`config.mk`:
```
export PLATFORM = sky130hd
export DESIGN_NAME = alu_scheduler
export DESIGN_NICKNAME = d
export VERILOG_FILES = /design/src/rtl/alu_pkg.sv /design/src/rtl/alu_scheduler_rr_arb2.sv /design/src/rtl/alu_scheduler.sv
export SDC_FILE = /design/constraint.sdc
export NUM_CORES = 1
export LEC_CHECK = 0
export CAP_MARGIN = 25
export CELL_PAD_IN_SITES_DETAIL_PLACEMENT = 1
export CELL_PAD_IN_SITES_GLOBAL_PLACEMENT = 1
export CORE_UTILIZATION = 31
export CTS_CLUSTER_SIZE = 20
export DETAILED_ROUTE_END_ITERATION = 6
export PLACE_DENSITY_LB_ADDON = 0.1
export REMOVE_ABC_BUFFERS = 1
export SETUP_SLACK_MARGIN = 0.2
export SLEW_MARGIN = 20
export SYNTH_ARGS = -nofsm -noshare
export SYNTH_HDL_FRONTEND = slang
export SYNTH_SLANG_ARGS = --single-unit
export TNS_END_PERCENT = 50
```
`constraint.sdc`:
```
create_clock -name clk -period 1.69 [get_ports clk]
set_input_delay 0.169 -clock clk [delete_from_list [all_inputs] [get_ports clk]]
set_output_delay 0.169 -clock clk [all_outputs]
set_load 0.01 [all_outputs]
```
`src/rtl/alu_pkg.sv`:
```
// Shared definitions for the ALU scheduler: incode field layout and FSM states.
package alu_pkg;

    // Incode layout: opcode[18:16], operand A[15:8], operand B[7:0].
    localparam int OPC_MSB  = 18;
    localparam int OPC_LSB  = 16;
    localparam int A_MSB    = 15;
    localparam int A_LSB    = 8;
    localparam int B_MSB    = 7;
    localparam int B_LSB    = 0;
    localparam int INCODE_W = 19;
    localparam int ANS_W    = 8;

    // Scheduler sequencing states.
    typedef enum logic [1:0] {
        IDLE   = 2'd0,
        SETTLE = 2'd1,
        RESP   = 2'd2
    } state_t;

endpackage

```
`src/rtl/alu_scheduler_rr_arb2.sv`:
```
// Two-way round-robin arbiter: one-hot grant plus grant id, purely combinational.
module rr_arb2 (
    input  logic [1:0] i_valid,
    input  logic       i_last_grant,
    output logic [1:0] o_grant,
    output logic       o_grant_id
);

    // Single winner per cycle; on a tie the requester that did not win last time goes.
    always_comb begin
        // NOTE: every output gets a default before the case so no path can infer a latch.
        o_grant    = 2'b00;
        o_grant_id = 1'b0;
        case (i_valid)
            2'b01: begin
                o_grant    = 2'b01;
                o_grant_id = 1'b0;
            end
            2'b10: begin
                o_grant    = 2'b10;
                o_grant_id = 1'b1;
            end
            2'b11: begin
                if (i_last_grant) begin
                    o_grant    = 2'b01;
                    o_grant_id = 1'b0;
                end else begin
                    o_grant    = 2'b10;
                    o_grant_id = 1'b1;
                end
            end
            default: begin
                o_grant    = 2'b00;
                o_grant_id = 1'b0;
            end
        endcase
    end

endmodule

```
`src/rtl/alu_scheduler.sv`:
```
// Shares one combinational ALU between two requesters: arbitrate, hold the
// incode for SETTLE_CYCLES, capture the answer and return it tagged with the id.
module alu_scheduler
    import alu_pkg::*;
#(
    parameter int SETTLE_CYCLES = 1,
    parameter int CNT_W         = 16
) (
    input  logic                clk,
    input  logic                rst_n,
    input  logic                r0_valid,
    output logic                r0_ready,
    input  logic [INCODE_W-1:0] r0_incode,
    input  logic                r1_valid,
    output logic                r1_ready,
    input  logic [INCODE_W-1:0] r1_incode,
    output logic [INCODE_W-1:0] alu_incode,
    input  logic [ANS_W-1:0]    alu_ans,
    output logic                rsp_valid,
    input  logic                rsp_ready,
    output logic                rsp_id,
    output logic [ANS_W-1:0]    rsp_ans,
    output logic                busy,
    output logic [CNT_W-1:0]    done_cnt
);

    // Counter preload: accept at edge t, capture at edge t+SETTLE_CYCLES.
    localparam logic [3:0] SETTLE_INIT = 4'(SETTLE_CYCLES - 1);

    state_t                r_state;
    state_t                w_state_next;
    logic [3:0]            r_settle_cnt;
    logic                  r_last_grant;
    logic [INCODE_W-1:0]   r_alu_incode;
    logic                  r_rsp_id;
    logic [ANS_W-1:0]      r_rsp_ans;
    logic [CNT_W-1:0]      r_done_cnt;

    logic [1:0]            w_valid;
    logic [1:0]            w_grant;
    logic                  w_grant_id;
    logic                  w_accept;

    // Requests are only visible to the arbiter in IDLE, so no ready outside it.
    assign w_valid  = {r1_valid, r0_valid} & {2{r_state == IDLE}};
    assign w_accept = |w_grant;

    rr_arb2 u_arb (
        .i_valid      (w_valid),
        .i_last_grant (r_last_grant),
        .o_grant      (w_grant),
        .o_grant_id   (w_grant_id)
    );

    assign r0_ready   = w_grant[0];
    assign r1_ready   = w_grant[1];
    assign alu_incode = r_alu_incode;
    assign rsp_valid  = (r_state == RESP);
    assign rsp_id     = r_rsp_id;
    assign rsp_ans    = r_rsp_ans;
    assign busy       = (r_state != IDLE);
    assign done_cnt   = r_done_cnt;

    // State register.
    always_ff @(posedge clk) begin
        // NOTE: sequential state uses non-blocking assignments so every flop sees pre-edge values.
        if (!rst_n) r_state <= IDLE;
        else        r_state <= w_state_next;
    end

    // Next-state decode: accept -> settle countdown -> wait for response handshake.
    always_comb begin
        w_state_next = r_state;
        case (r_state)
            IDLE:    if (w_accept)              w_state_next = SETTLE;
            SETTLE:  if (r_settle_cnt == 4'd0)  w_state_next = RESP;
            RESP:    if (rsp_ready)             w_state_next = IDLE;
            default:                            w_state_next = IDLE;
        endcase
    end

    // Datapath: latch the granted op, count down, capture the answer, count completions.
    always_ff @(posedge clk) begin
        if (!rst_n) begin
            r_alu_incode <= '0;
            r_rsp_id     <= 1'b0;
            r_rsp_ans    <= '0;
            r_last_grant <= 1'b1;
            r_settle_cnt <= 4'd0;
            r_done_cnt   <= '0;
        end else begin
            case (r_state)
                IDLE: begin
                    if (w_accept) begin
                        r_alu_incode <= w_grant_id ? r1_incode : r0_incode;
                        r_rsp_id     <= w_grant_id;
                        r_last_grant <= w_grant_id;
                        r_settle_cnt <= SETTLE_INIT;
                    end
                end
                SETTLE: begin
                    if (r_settle_cnt != 4'd0) r_settle_cnt <= r_settle_cnt - 4'd1;
                    else                      r_rsp_ans    <= alu_ans;
                end
                RESP: begin
                    if (rsp_ready && (r_done_cnt != '1)) r_done_cnt <= r_done_cnt + 1'b1;
                end
                default: ;
            endcase
        end
    end

endmodule

```
==> metrics.json <==
{
  "run_status": {"value": "finished, final reports clean"},
  "maxCapViolCount": {"value": 0},
  "synth.lib_cells_used.distinct": {"value": 41},
  "global_route.usage.total": {"value": 0.186},
  "hold_start": {"value": "alu_ans[5]"},
  "worst_setup_path_end_kind": {"value": "flip-flop"},
  "layout_common_cells": {"value": "sky130_fd_sc_hd__clkdlybuf4s50_1 (87), sky130_fd_sc_hd__buf_4 (39), sky130_fd_sc_hd__mux2i_1 (34), sky130_fd_sc_hd__dfxtp_1 (34), sky130_fd_sc_hd__a21oi_1 (28)"},
  "viasPerCell": {"value": 4.93},
  "startpoint_of_the_worst_slack_reg_to_reg_timing_path": {"value": "r_state[1]$_SDFFE_PN0P_"},
  "first_pass_grt_wire_length": {"value": 11400, "unit": "um"},
  "clk_pin_slew": {"value": 0.10, "unit": "ns"},
  "min_period_over_period": {"value": 0.924},
  "pwr_per_cell_area": {"value": 743, "unit": "mW/mm2"},
  "clock-sinks": {"value": 51},
  "hold-path-cell-count": {"value": 3},
  "cts_made_buffers": {"value": 5},
  "yosysTopAreaCell": {"value": "sky130_fd_sc_hd__dfxtp_1"},
  "minimum_period_implied_by_the_final_worst_setup_slack": {"value": 1.56, "unit": "ns"},
  "wl": {"value": 7190, "unit": "um"},
  "power.ir.vdd_worst": {"value": 0.368, "unit": "mV"},
  "antenna_found_initial": {"value": 0},
  "post_drt_wl_per_cell": {"value": 14.6, "unit": "um"},
  "overall_via_count_from_detail_route": {"value": 2429},
  "core_area": {"value": 0.00729, "unit": "mm2"},
  "firstDrtPassIters": {"value": 4},
  "synth_warnings": {"value": 0},
  "die-area": {"value": 0.00798, "unit": "mm2"},
  "final_layout_size_suffix_gt1_frac": {"value": 0.239},
  "synth_seq_cells": {"value": 51},
  "yosys.area.top_type_share": {"value": 0.432},
  "finalWorstSetupSlack": {"value": 0.128, "unit": "ns"},
  "biggest_fanout_along_the_worst_timing_path": {"value": 4},
  "rr_endpoint": {"value": "done_cnt[13]$_SDFFE_PN0P_"},
  "route.detailed.drc": {"value": 0},
  "ant_nets": {"value": 0},
  "hold_path.class": {"value": "input port to flip-flop"},
  "slew_viol_final": {"value": 0},
  "yosys-top-cells-area": {"value": "sky130_fd_sc_hd__dfxtp_1 (43%), sky130_fd_sc_hd__mux2i_1 (14%), sky130_fd_sc_hd__a21oi_1 (6.4%)"},
  "synth.yosys.seq_area_share": {"value": 0.432},
  "number_of_global_route_vias_before_repair": {"value": 2373},
  "worst_clock_skew": {"value": 0.00708, "unit": "ns"},
  "netlist_instances": {"value": 263},
  "syn2layout_area_growth": {"value": 65.9, "unit": "%"},
  "row_count": {"value": 31},
  "syn-cell-area": {"value": 0.00236, "unit": "mm2"},
  "fmax": {"value": 640, "unit": "MHz"},
  "layout.nets": {"value": 447},
  "timing.critical_path.required": {"value": 1.93, "unit": "ns"},
  "tritoncts": {"value": "yes"},
  "cts_hold_buf": {"value": 0},
  "initial_core_util": {"value": 0.324},
  "grt_start_max_net_pins": {"value": 44},
  "skew_pair_late_insertion_delay": {"value": 0.31, "unit": "ns"},
  "max-slew-margin-rel": {"value": 0.739},
  "p_leak": {"value": 1.71, "unit": "nW"},
  "timing.critical_path.arrival": {"value": 1.80, "unit": "ns"},
  "timing.reg2reg.worst_path_depth": {"value": 6},
  "clockRootBuffer": {"value": "sky130_fd_sc_hd__clkbuf_8"},
  "place.detailed.hpwl": {"value": 5320, "unit": "um"},
  "globalplace.congestion": {"value": 0.733},
  "reg2reg_setup_slack": {"value": 0.13, "unit": "ns"},
  "gr-total-overflow": {"value": 0},
  "rsz0062_at_grt": {"value": "yes"},
  "pin_count": {"value": 99},
  "clock_path_buffers": {"value": 2},
  "worst_hold_path.endpoint": {"value": "rsp_ans[5]$_SDFFE_PN0P_"},
  "dp_slack": {"value": -0.107, "unit": "ns"},
  "startpoint_type": {"value": "flip-flop"},
  "hold_viol": {"value": 0},
  "n_antenna_cell": {"value": 0},
  "chipWidth": {"value": 89.3, "unit": "um"},
  "post_route_setup_tns": {"value": 0, "unit": "ns"},
  "tightestPinTransition": {"value": 0.390, "unit": "ns"},
  "filler_cell_count": {"value": 848},
  "port_buffer_count": {"value": 98},
  "most_common_cell_after_layout_fill_and_taps_aside": {"value": "sky130_fd_sc_hd__clkdlybuf4s50_1"},
  "floorplan.die.height": {"value": 89.3, "unit": "um"},
  "htreeDepth": {"value": 2},
  "post_synth.cell_area_avg": {"value": 8.99, "unit": "um2"},
  "crit_type": {"value": "flip-flop to flip-flop"},
  "drt_iter0_drcs": {"value": 45},
  "timing.final.setup_violations": {"value": 0}
}
## synthesized netlist by cell type
cell type,number
sky130_fd_sc_hd__a211oi_1,3
sky130_fd_sc_hd__a21o_1,1
sky130_fd_sc_hd__a21oi_1,30
sky130_fd_sc_hd__a31oi_1,2
sky130_fd_sc_hd__and2_0,1
sky130_fd_sc_hd__and2_1,1
sky130_fd_sc_hd__and3_1,3
sky130_fd_sc_hd__and3b_1,1
sky130_fd_sc_hd__and4_1,1
sky130_fd_sc_hd__and4b_1,1
sky130_fd_sc_hd__buf_2,4
sky130_fd_sc_hd__buf_4,1
sky130_fd_sc_hd__buf_6,1
sky130_fd_sc_hd__clkbuf_1,10
sky130_fd_sc_hd__dfxtp_1,51
sky130_fd_sc_hd__ha_1,3
sky130_fd_sc_hd__inv_1,8
sky130_fd_sc_hd__mux2i_1,34
sky130_fd_sc_hd__nand2_1,15
sky130_fd_sc_hd__nand2b_1,6
sky130_fd_sc_hd__nand3_1,14
sky130_fd_sc_hd__nand3_4,1
sky130_fd_sc_hd__nand3b_1,1
sky130_fd_sc_hd__nand4_1,4
sky130_fd_sc_hd__nand4_2,1
sky130_fd_sc_hd__nand4b_1,1
sky130_fd_sc_hd__nor2_1,16
sky130_fd_sc_hd__nor2b_1,3
sky130_fd_sc_hd__nor3_1,2
sky130_fd_sc_hd__nor4_4,1
sky130_fd_sc_hd__o211ai_1,1
sky130_fd_sc_hd__o21ai_0,24
sky130_fd_sc_hd__o221a_2,1
sky130_fd_sc_hd__o311ai_0,1
sky130_fd_sc_hd__o31ai_1,3
sky130_fd_sc_hd__o41ai_1,1
sky130_fd_sc_hd__or3_1,4
sky130_fd_sc_hd__or3b_2,1
sky130_fd_sc_hd__or4_1,3
sky130_fd_sc_hd__xnor2_1,1
sky130_fd_sc_hd__xor2_1,2
## cells by family after synthesis
family,count (synthesis),synth area share
AOI/OAI and AO/OA,67,0.157
xor gates and xnor gates,3,0.0111
adders and majority gates,3,0.0159
buffers and inverters,24,0.0450
DFF,51,0.432
muxes,34,0.144
and+or+nand+nor,81,0.195
## timing repair
item,CTS,global route
setup buffers,9,4
setup endpoints to repair,28,38
pin swaps,9,13
resized for setup,34,35
## how the worst max path moves through the flow
stage                                        from                      endpoint  slack (ns)  cells past startpoint
after global placement                  rsp_ready     done_cnt[13]$_SDFFE_PN0P_       -0.04                      5
after detailed placement                rsp_ready     done_cnt[15]$_SDFFE_PN0P_       -0.11                      5
after CTS                 r_state[1]$_SDFFE_PN0P_                      r0_ready        0.14                      5
final                     r_state[1]$_SDFFE_PN0P_     done_cnt[13]$_SDFFE_PN0P_        0.13                      6
after floorplan           r_state[1]$_SDFFE_PN0P_  r_settle_cnt[1]$_SDFFE_PN0P_       -0.17                      4
after global routing      r_state[1]$_SDFFE_PN0P_     done_cnt[13]$_SDFFE_PN0P_        0.08                      6
## per-layer routing
layer / global-route usage / share of wire / vias up
met1: 0.221 / 0.41 / 1156
met3: 0.0693 / 0.078 / 7
met4: 0.0548 / 0.011 / 0
met5: 0 / 0 / -
li1: - / - / 1198
met2: 0.315 / 0.50 / 68
## layout make-up
cell class              instances  area (um2)  area share
clock buffers                   6        82.6      0.0211
clock inverters                 2        16.3     0.00415
inverters                       8        30.0     0.00766
multi-input cells             188        1330       0.339
flip-flops and latches         51        1050       0.267
well taps                      99         124      0.0316
repair buffers                139        1290       0.329
## state kept, by name, indices dropped and copies added (netlist names)
register,flops
r_settle_cnt,4
rsp_id,1
r_state,2
done_cnt,16
rsp_ans,8
alu_incode,19
r_last_grant,1
## per-stage QoR
stage | std cells | power [W] | hold slack [ns] | area [um2] | util
6_report | 493 | 0.00291 | 0.462 | 3920 | 0.538
5_1_grt | 493 | 0.00308 | 0.460 | 3920 | 0.538
4_1_cts | 489 | 0.00296 | 0.455 | 3830 | 0.525
3_5_place_dp | 472 | 0.00215 | 0.457 | 3600 | 0.494
3_3_place_gp | 472 | 0.00213 | 0.444 | 3600 | 0.494
2_1_floorplan | 247 | 0.00171 | 0.241 | 2290 | -
## report_power, final
group	switching (W)	internal (W)	total [W]
clock	0.000430	0.000335	0.000766
sequential	0.0000550	0.00130	0.00136
combinational	0.000336	0.000456	0.000792
total	0.000822	0.00209	0.00291
## critical path: stages (launching register included)
cell,delay (ns)
sky130_fd_sc_hd__dfxtp_2,0.35
sky130_fd_sc_hd__buf_6,0.10
sky130_fd_sc_hd__and3b_2,0.22
sky130_fd_sc_hd__o211ai_1,0.13
sky130_fd_sc_hd__buf_4,0.17
sky130_fd_sc_hd__or4_1,0.39
sky130_fd_sc_hd__a21oi_1,0.14
No activity file was read; power rests on OpenSTA's default activity.
==> edit 1: new RTL, same flow settings <==
Put one more register stage on the output `done_cnt`, cleared by the reset. The value now appears one clock later. The other outputs are not delayed to match.
--- a/src/rtl/alu_scheduler.sv
+++ b/src/rtl/alu_scheduler.sv
@@ -60,5 +60,11 @@
     assign rsp_ans    = r_rsp_ans;
     assign busy       = (r_state != IDLE);
-    assign done_cnt   = r_done_cnt;
+    always_ff @(posedge clk) begin
+        if (!rst_n) begin
+            done_cnt <= '0;
+        end else begin
+            done_cnt <= r_done_cnt;
+        end
+    end
 
     // State register.
Behaviour: not the same (a bounded check fails within 4 cycles, from zero or initial values and one cycle with rst_n low).
==> edit 1 against the original RTL <==
- global-route usage about the same
- count of clock-buffer cells in the layout up 3
- sequential cell count increased by 16
- design area grew 21%
- first-iteration DRC count is 18% higher
- largest cell class unchanged
- worst setup slack lost 41 ps
- hold slack lost 39 ps
- final cell count grew 7.5%
- synthesized area grew 17%
- routed wire length rose by 19%
Power is not compared: it rests on default switching activity, and its combinational part moved more than twofold at a synthesized area within 25%.
==> edit 1: results (changes against the original RTL) <==
| Metric | Value |
|---|---|
| CP startpoint | `r_state[0]` |
| Layout cells sized above 1 | `28.2% (+4.3 points)` |
| R2r startpoint | `r_state[0]` |
| Net count reported at finish | `471 (+5.4%)` |
| TritonCTS Buffers | `9 (+4)` |
| Worst Setup EP | `rsp_ans[2]` |
| Avg Vias per Cell | `4.93 (+0.14%)` |
| Filler cells | `949 (+12%)` |
| Sequential-to-total area share from yosys stat | `48.5% (+5.3 points)` |
| Register-to-register setup slack | `90 ps (-40 ps)` |
| GPL Wtd Cong | `0.811 (+11%)` |
| First-pass GRT wire length | `12900 um (+13%)` |
| CTS Sinks | `67 (+31%)` |
| Hold WS | `422 ps (-39.4 ps)` |
| Fraction of area in multi-input gates | `33.0% (-0.96 points)` |
| Status | `finished, final reports clean` |
| Post-Place Cells | `499 (+5.7%)` |
| Core Area | `8680 um2 (+19%)` |
| Routed wl met3 | `306 um (-45%)` |
| Fmax | `624 MHz (-2.5%)` |
| CP max FO | `5 (+1)` |
| Comb_multi_in | `185 (-1.6%)` |
| Met2 routed WL | `4660 um (+29%)` |
| DP Worst Slack | `-179 ps (-72.0 ps)` |
| Met1 Track Usage GR | `21.7% (-0.42 points)` |
| Unique masters post-synth | `48 (+17%)` |
| H-tree depth | `3 (+1)` |
| Iter 0 DRT Violations | `53 (+18%)` |
| Non-clk buf share | `30.0% (-2.9 points)` |
| Register share of the cell area | `28.7% (+2.0 points)` |
| Placement Cell Area | `4130 um2 (+15%)` |
| Area contributors post-synth | `dfxtp_1, mux2i_1, o2bb2ai_1, and2_1, nor2_1` |
| Worst path slowest cell | `or4b_4` |
[edit 1: changes by cell type after synthesis, moves of 4 or more]
cell,change
dfxtp_1,+16
mux2i_1,-5
o21ai_0,-18
inv_1,-4
nand3_1,-6
nand2_1,-6
nor3_1,+11
a21oi_1,-23
clkbuf_1,-6
nand2b_1,-5
nor2_1,+10
o2bb2ai_1,+19
mux2_2,+5
and2_1,+15
[edit 1: what timing repair did]
item / 4_1_cts / 5_1_grt
gates resized for setup: 51 / 23
setup buffers: 7 / 7
pin swaps: 13 / 9
hold buffers: 0 / 0
endpoints found under the setup margin: 47 / 32
hold endpoints to repair: 0 / 0
cloned: 1 / 0
[edit 1: cells by family after synthesis]
| kind of cell | after synthesis | share of synthesized area, % |
|---|---|---|
| AOI/OAI and AO/OA | 41 | 11.1 |
| muxes | 36 | 13.4 |
| and+or+nand+nor | 103 | 22.2 |
| adders and majority gates | 3 | 1.36 |
| DFF | 67 | 48.5 |
| buffers and inverters | 17 | 2.85 |
| xor gates and xnor gates | 2 | 0.634 |
==> edit 2: new RTL, same settings <==
Without the edit above. The package constant `INCODE_W` goes from 19 to 21.
--- a/src/rtl/alu_pkg.sv
+++ b/src/rtl/alu_pkg.sv
@@ -9,5 +9,5 @@
     localparam int B_MSB    = 7;
     localparam int B_LSB    = 0;
-    localparam int INCODE_W = 19;
+    localparam int INCODE_W = 21;
     localparam int ANS_W    = 8;
 
Ports: changed (resized alu_incode, r0_incode and r1_incode); port bits go from 99 to 105. The function was not compared with the original's and may differ.
==> edit 2 against the original RTL <==
- power grew 0.42%
- worst setup slack lost 94 ps
- critical path depth shrank 2
- synthesized area grew 0.21%
- routed wire length grew 6.4%
- non-clock buffer count grew 11
- sequential cell count grew 2
- design area grew 6.6%
==> edit 2: results (changes against the original RTL) <==
| Metric | Value |
|---|---|
| Status | `finished, final reports clean` |
| Dpl hpwl | `5290 um (-0.72%)` |
| WHS Endpoint | `rsp_id` |
| Sequential-to-total area share from yosys stat | `44.8% (+1.6 points)` |
| Xor/xnor cell area share of the yosys netlist | `0.740% (-0.37 points)` |
| Hold Crit Class | `reg -> reg` |
| Most frequent cells after synthesis | `dfxtp_1, a21oi_1, mux2i_1` |
| Wl on met1 | `3100 um (+4.9%)` |
| Worst slew pin tran | `451 ps (+61.1 ps)` |
| Switching power | `0.778 mW (-5.2%)` |
| First-pass GRT wire length | `11500 um (+1.3%)` |
| Hold path start | `rsp_id` |
| Clock skew | `4.78 ps (-2.30 ps)` |
| Placement Cell Area | `3770 um2 (+4.6%)` |
| Leakage | `1.74 nW (+1.9%)` |
| Crit path arrival time | `1890 ps (+90 ps)` |
| Final worst path period share | `98.0% (+5.6 points)` |
| Maximum vdd ir drop | `0.000324 V (-12%)` |
| Hold WS | `466 ps (+3.58 ps)` |
| Worst R2R Path Depth | `4 (-2)` |
| Mux cell area share after synthesis | `13.9% (-0.45 points)` |
| R2r startpoint | `r_state[0]` |
| Max reg flops | `21 (+2)` |
| Area contributors post-synth | `dfxtp_1, mux2i_1, a21oi_1, o21ai_0, nand3_1` |
| Filler cells | `821 (-3.2%)` |
| Met2 Track Usage GR | `32.5% (+0.97 points)` |
| Hold Path Cell Cnt | `2 (-1)` |
| GRT Total Usage | `18.7% (+0.11 points)` |
| Post-Synthesis Cells | `262 (-0.38%)` |
[edit 2: cell types whose count changed in the layout (fill, tap and decap cells not counted), sizes merged, moves of 3 or more]
cell and delta:
nand3 -3, clkdlybuf4s50 +12, buf +6, nor4 +4
or2 +3, dlymetal6s2s -4, a21oi +5
[edit 2: area by class of cell]
| type | instances | area, um2 | share of cell area, % |
|---|---|---|---|
| inverters | 7 | 26.3 | 0.629 |
| well taps | 99 | 124 | 2.96 |
| clock buffers | 7 | 96.3 | 2.30 |
| flip-flops and latches | 53 | 1090 | 26.0 |
| repair buffers | 150 | 1430 | 34.1 |
| multi-input cells | 190 | 1420 | 33.9 |
| clock inverters | 1 | 5.00 | 0.120 |
[edit 2: timing repair]
action,CTS,global route
pin swaps,6,4
hold endpoints to repair,0,0
setup buffers,7,4
endpoints found under the setup margin,46,48
gates cloned,1,0
gates resized for setup,36,29
[edit 2: worst max-delay path: stages, from the launching register on]
cell and delay [ps]:
dfxtp_4 370, nand3b_4 160, or4_4 500, or4_1 420, a21oi_1 130
